### src/rtl/clock_divider_bank.sv
// clock_divider_bank: multi-channel programmable clock divider and tick generator.
// Each channel counts 0..div and then wraps. The wrap edge raises a one-cycle
// tick and toggles a 50%-duty divided clock, so the period is 2*(div+1) cycles.
// A new divisor never cuts a period short. A running channel holds it as
// pending until its next terminal edge. A disabled channel, or any channel
// on a sync edge, takes it at once.

module clock_divider_bank #(
    parameter int          CHANNELS    = 4,
    parameter int          WIDTH       = 26,
    parameter int unsigned DEFAULT_DIV = 500000,
    parameter int          SEL_W       = (CHANNELS > 1) ? $clog2(CHANNELS) : 1
) (
    input  logic                      clock,
    input  logic                      reset_n,
    input  logic [CHANNELS-1:0]       enable,
    input  logic                      sync,
    input  logic                      load,
    input  logic [SEL_W-1:0]          load_sel,
    input  logic [WIDTH-1:0]          load_value,
    output logic                      load_ack,
    output logic [CHANNELS-1:0]       divided_clock,
    output logic [CHANNELS-1:0]       tick,
    output logic [CHANNELS*WIDTH-1:0] clock_count
);

    // One extra bit so that the channel count itself is representable when
    // it is an exact power of two.
    localparam logic [SEL_W:0]   CH_LIMIT  = (SEL_W + 1)'(CHANNELS);
    localparam logic [WIDTH-1:0] RESET_DIV = WIDTH'(DEFAULT_DIV);

    logic load_accept;

    // A select value at or beyond the channel count is silently dropped.
    assign load_accept = load && ({1'b0, load_sel} < CH_LIMIT);

    // Acknowledge register: one pulse for every accepted load.
    // NOTE: sequential state uses non-blocking assignments only, so every
    // flop samples the pre-edge values regardless of block ordering.
    always_ff @(posedge clock or negedge reset_n) begin
        if (!reset_n) begin
            load_ack <= 1'b0;
        end else begin
            load_ack <= load_accept;
        end
    end

    for (genvar i = 0; i < CHANNELS; i++) begin : g_ch
        logic [WIDTH-1:0] count;
        logic [WIDTH-1:0] div;
        logic [WIDTH-1:0] pend;
        logic             pend_valid;
        logic             dclk_q;
        logic             tick_q;
        logic             load_hit;
        logic             terminal;
        logic [WIDTH-1:0] next_div;

        assign load_hit = load_accept && (load_sel == SEL_W'(i));

        // Treated as terminal also when count is above div. A disabled
        // channel can take a divisor smaller than its held count, and this
        // lets it wrap cleanly instead of running through the whole range.
        assign terminal = (count >= div);

        // Divisor to install at a safe point. A same-edge load beats an older
        // pending value, and a pending value beats the current divisor.
        assign next_div = load_hit ? load_value : (pend_valid ? pend : div);

        // Per-channel counter, divisor staging and output registers.
        always_ff @(posedge clock or negedge reset_n) begin
            if (!reset_n) begin
                count      <= '0;
                div        <= RESET_DIV;
                pend       <= '0;
                pend_valid <= 1'b0;
                dclk_q     <= 1'b0;
                tick_q     <= 1'b0;
            end else if (sync) begin
                count      <= '0;
                dclk_q     <= 1'b0;
                tick_q     <= 1'b0;
                div        <= next_div;
                pend_valid <= 1'b0;
            end else if (!enable[i]) begin
                tick_q     <= 1'b0;
                div        <= next_div;
                pend_valid <= 1'b0;
            end else if (terminal) begin
                count      <= '0;
                tick_q     <= 1'b1;
                dclk_q     <= ~dclk_q;
                div        <= next_div;
                pend_valid <= 1'b0;
            end else begin
                count  <= count + WIDTH'(1);
                tick_q <= 1'b0;
                if (load_hit) begin
                    pend       <= load_value;
                    pend_valid <= 1'b1;
                end
            end
        end

        assign divided_clock[i]              = dclk_q;
        assign tick[i]                       = tick_q;
        assign clock_count[i*WIDTH +: WIDTH] = count;
    end

endmodule

### config.mk
export PLATFORM = sky130hd
export DESIGN_NAME = clock_divider_bank
export DESIGN_NICKNAME = d
export VERILOG_FILES = /design/src/rtl/clock_divider_bank.sv
export SDC_FILE = /design/constraint.sdc
export NUM_CORES = 1
export LEC_CHECK = 0
export ABC_AREA = 1
export BUFFER_PORTS_ARGS = -buffer_cell sky130_fd_sc_hd__buf_2
export CAP_MARGIN = 20
export CORE_UTILIZATION = 40
export DETAILED_ROUTE_END_ITERATION = 16
export PLACE_DENSITY_LB_ADDON = 0.12
export SYNTH_ARGS = -nofsm -noshare
export SYNTH_HDL_FRONTEND = slang
export SYNTH_SLANG_ARGS = --single-unit
export TNS_END_PERCENT = 50
### constraint.sdc
create_clock -name clock -period 1.9 [get_ports clock]
set_input_delay 0.38 -clock clock [delete_from_list [all_inputs] [get_ports clock]]
set_output_delay 0.38 -clock clock [all_outputs]
set_load 0.01 [all_outputs]
==> results.json <==
{
  "clk_pin_slew_ns": 0.06,
  "slew-limit-headroom": 0.318,
  "p_per_area_nw_per_um2": 949,
  "timing.critical_path.fanout_max": 6,
  "setup_repair_after_global_routing_missed_its_margin": "true",
  "routed_wirelength_mm": 65.4,
  "worstPathRequired_ns": 2.40,
  "final_number_of_setup_violating_endpoints": 322,
  "finalWorstSetupSlack_ns": -0.307,
  "grt_pass1_wl_mm": 99.8,
  "seqCellArea_um2": 8170,
  "finalHoldViolCount": 0,
  "top_level_ports": 149,
  "violated_checks": "setup timing",
  "layout-area-overhead-vs-synth_pct": 39.9,
  "total_leakage_power_uw": 0.0135,
  "final.period_utilization": 1.16,
  "yosys_register_bits": 325,
  "clock_skew_after_layout_ns": 0.0209,
  "gr-total-overflow": 0,
  "synth_largest_type_area_fraction": 0.387,
  "mappedNetlistNets": 2763,
  "finalCriticalPeriod_ns": 2.21,
  "cp.arrival_ns": 2.71,
  "yosys_warnings": 0,
  "antenna_found_initial": 0,
  "chipWidth_um": 221,
  "timing.max_cap.violations": 0,
  "post-synth-top-count-cell": "sky130_fd_sc_hd__nand2_1",
  "setup.worst_path.start_class": "flop",
  "yosysTopAreaCell": "sky130_fd_sc_hd__dfrtp_1",
  "rows": 79,
  "cts_sinks": 325,
  "dr.first_iter.drc_count": 1393,
  "endpoint_kind": "flop",
  "detail_route.first_pass.iterations": 6,
  "filler_cell_count": 4325,
  "fp.coreArea_um2": 47000,
  "synthesis.area_um2": 19200,
  "finalMaxSlewViolations": 0,
  "fp.dieArea_um2": 48900,
  "gr_util_all_layers": 0.257,
  "max_slew.worst_pin.slew_ns": 1.02,
  "synth_sequential_area_ratio": 0.425,
  "status": "finished, violations left",
  "dr_total_vias": 19100,
  "max-vdd-ir-drop_mv": 0.647,
  "portBuffers": 148,
  "synth_cells": 2619,
  "synth-async-reset-ratio": 1.00,
  "synth.cells.most_frequent": "919 x sky130_fd_sc_hd__nand2_1, 318 x sky130_fd_sc_hd__inv_1, 297 x sky130_fd_sc_hd__dfrtp_1, 263 x sky130_fd_sc_hd__nand3_1, 144 x sky130_fd_sc_hd__nor2_1",
  "drc": 0,
  "die_h_um": 221,
  "worstSetupPathType": "reg -> reg",
  "synth_area_leaders": "sky130_fd_sc_hd__dfrtp_1 39%, sky130_fd_sc_hd__nand2_1 18%, sky130_fd_sc_hd__ha_1 7.0%, sky130_fd_sc_hd__nand3_1 6.9%, sky130_fd_sc_hd__inv_1 6.2%",
  "clock_latency_ns": 0.58,
  "cts_tree": "done",
  "initial_core_util": 0.409,
  "final_layout_size_suffix_gt1_frac": 0.311,
  "worst_hold_margin_ns": 0.0755,
  "synth_top_flop_cell": "sky130_fd_sc_hd__dfrtp_1",
  "multi_input_area_um2": 11300,
  "yosys.cell_types.count": 38,
  "grt_pass1_vias": 18200,
  "gp_congestion": 0.893,
  "cts_max_path_buffers": 3,
  "detailed_place_hpwl_mm": 45.0,
  "route.detailed.wl_per_inst_um": 17.8,
  "fmaxAchievable_mhz": 453,
  "hold_wc_path_type": "in -> reg",
  "number_of_flops_mapped_to_enable_cells_by_yosys": 0,
  "drt-vias-per-instance": 5.20,
  "preCtsSetupSlack_ns": -0.339,
  "cts_made_buffers": 41,
  "post_synth.cell_area_avg_um2": 7.33,
  "cts_max_level": 2,
  "cts-root-buf": "sky130_fd_sc_hd__clkbuf_16",
  "grt_start_max_net_pins": 57,
  "num-nets-final": 3174,
  "ant_nets": 0
}
[power by group]
group	internal (µW)	switching [µW]	leakage, µW
Clock	5270	3170	0.000710
Sequential	8380	826	0.00426
Combinational	3330	4530	0.00849
[critical path, cell delays in order (launching register included)]
cell                        delay, ns
sky130_fd_sc_hd__dfrtp_1         0.44
sky130_fd_sc_hd__ha_1            0.35
sky130_fd_sc_hd__nand2_4         0.10
sky130_fd_sc_hd__nor2_4          0.04
sky130_fd_sc_hd__a21boi_2        0.15
sky130_fd_sc_hd__o21ai_2         0.20
sky130_fd_sc_hd__buf_6           0.14
sky130_fd_sc_hd__nand3_4         0.08
sky130_fd_sc_hd__nor2_4          0.22
sky130_fd_sc_hd__buf_6           0.14
sky130_fd_sc_hd__clkbuf_16       0.15
sky130_fd_sc_hd__nand3_2         0.06
sky130_fd_sc_hd__nand2_1         0.07
[path summary, 6_finish.rpt]
| path | endpoint | start | slack [ns] | cells after the start |
|---|---|---|---|---|
| hold / removal | g_ch[2].tick_q | enable[2] | 0.08 | 3 |
| min in group asynchronous | g_ch[3].count[6] | reset_n | 0.35 | 2 |
| hold reg to reg | g_ch[3].div[18] | g_ch[3].div[18] | 0.46 | 2 |
| setup reg to reg | g_ch[1].pend[22] | g_ch[1].count[14] | -0.31 | 12 |
| setup / recovery | g_ch[1].pend[22] | g_ch[1].count[14] | -0.31 | 12 |
| max in group asynchronous | g_ch[1].div[5] | reset_n | 0.85 | 3 |
[layout make-up]
class                      count  area share
clock inverter                14     0.00852
clock buffer                  62      0.0457
inverter                     327      0.0457
multi-input combinational   1871       0.422
antenna                        1   0.0000931
sequential                   325       0.304
timing repair buffer         464       0.146
tap                          607      0.0283
[cell families (layout without fill, tap and decap cells)]
group,count (synthesis),in the layout,synth area share
AO/OA/AOI/OAI,256,256,0.0716
XOR/XNOR,63,63,0.0287
flip-flops,325,325,0.425
buffers and inverters,430,867,0.0888
AND/OR/NAND/NOR,1437,1444,0.315
other,0,1,0
adder cells (fa/ha/maj),108,108,0.0704
[stage by stage]
| stage | instances | util | TNS (ns) | instance area [µm²] | power, µW |
|---|---|---|---|---|---|
| 6_report | 3671 | 0.572 | -64.76 | 26900 | 25500 |
| 5_1_grt | 3670 | 0.572 | -104.85 | 26900 | 27000 |
| 4_1_cts | 3631 | 0.537 | -52.81 | 25200 | 24500 |
| 3_5_place_dp | 3534 | 0.486 | -70.33 | 22800 | 15300 |
| 3_3_place_gp | 3534 | 0.486 | -62.42 | 22800 | 15100 |
| 2_1_floorplan | 2619 | - | -8.33 | 19600 | 12900 |
[repair_timing]
action / 4_1_cts / 5_1_grt
cloned: 8 / 19
setup buffers: 11 / 24
pin swaps: 30 / 124
gates resized for setup: 153 / 278
endpoints found under the setup margin: 323 / 324
hold endpoints to repair: 34 / 0
hold buffers: 2 / 0
[registers in the layout, summed over array words and instances (netlist names)]
register         flops
g_ch.count         104
g_ch.div           104
g_ch.pend          104
g_ch.dclk_q          4
g_ch.pend_valid      4
g_ch.tick_q          4
load_ack             1
[metal layers]
metal,up-vias,GRT usage,wire [µm]
met5,-,0,0
met4,0,0.0733,1490
met3,105,0.0410,4150
met2,533,0.406,29700
met1,9179,0.363,30000
li1,9259,-,-
[layout by cell type, fill, tap and decap left out, types with 16 or more instances in the layout]
| cell type | netlist | layout |
|---|---|---|
| sky130_fd_sc_hd__a21oi_1 | 45 | 28 |
| sky130_fd_sc_hd__a21oi_2 | 0 | 16 |
| sky130_fd_sc_hd__buf_12 | 0 | 30 |
| sky130_fd_sc_hd__buf_2 | 46 | 147 |
| sky130_fd_sc_hd__buf_4 | 9 | 240 |
| sky130_fd_sc_hd__buf_6 | 0 | 25 |
| sky130_fd_sc_hd__clkbuf_16 | 0 | 55 |
| sky130_fd_sc_hd__dfrtp_1 | 297 | 294 |
| sky130_fd_sc_hd__dfstp_2 | 28 | 28 |
| sky130_fd_sc_hd__ha_1 | 108 | 79 |
| sky130_fd_sc_hd__ha_4 | 0 | 29 |
| sky130_fd_sc_hd__inv_1 | 318 | 286 |
| sky130_fd_sc_hd__inv_2 | 8 | 40 |
| sky130_fd_sc_hd__nand2_1 | 919 | 799 |
| sky130_fd_sc_hd__nand2_2 | 3 | 87 |
| sky130_fd_sc_hd__nand2_4 | 3 | 34 |
| sky130_fd_sc_hd__nand3_1 | 263 | 172 |
| sky130_fd_sc_hd__nand3_2 | 1 | 78 |
| sky130_fd_sc_hd__nand4_1 | 58 | 58 |
| sky130_fd_sc_hd__nor2_1 | 144 | 104 |
| sky130_fd_sc_hd__nor2_2 | 3 | 30 |
| sky130_fd_sc_hd__nor3_1 | 27 | 27 |
| sky130_fd_sc_hd__o21ai_0 | 56 | 45 |
| sky130_fd_sc_hd__o21ai_1 | 92 | 92 |
| sky130_fd_sc_hd__o22ai_1 | 54 | 37 |
| sky130_fd_sc_hd__xor2_1 | 53 | 53 |
Power figures use the tool's default switching activity.
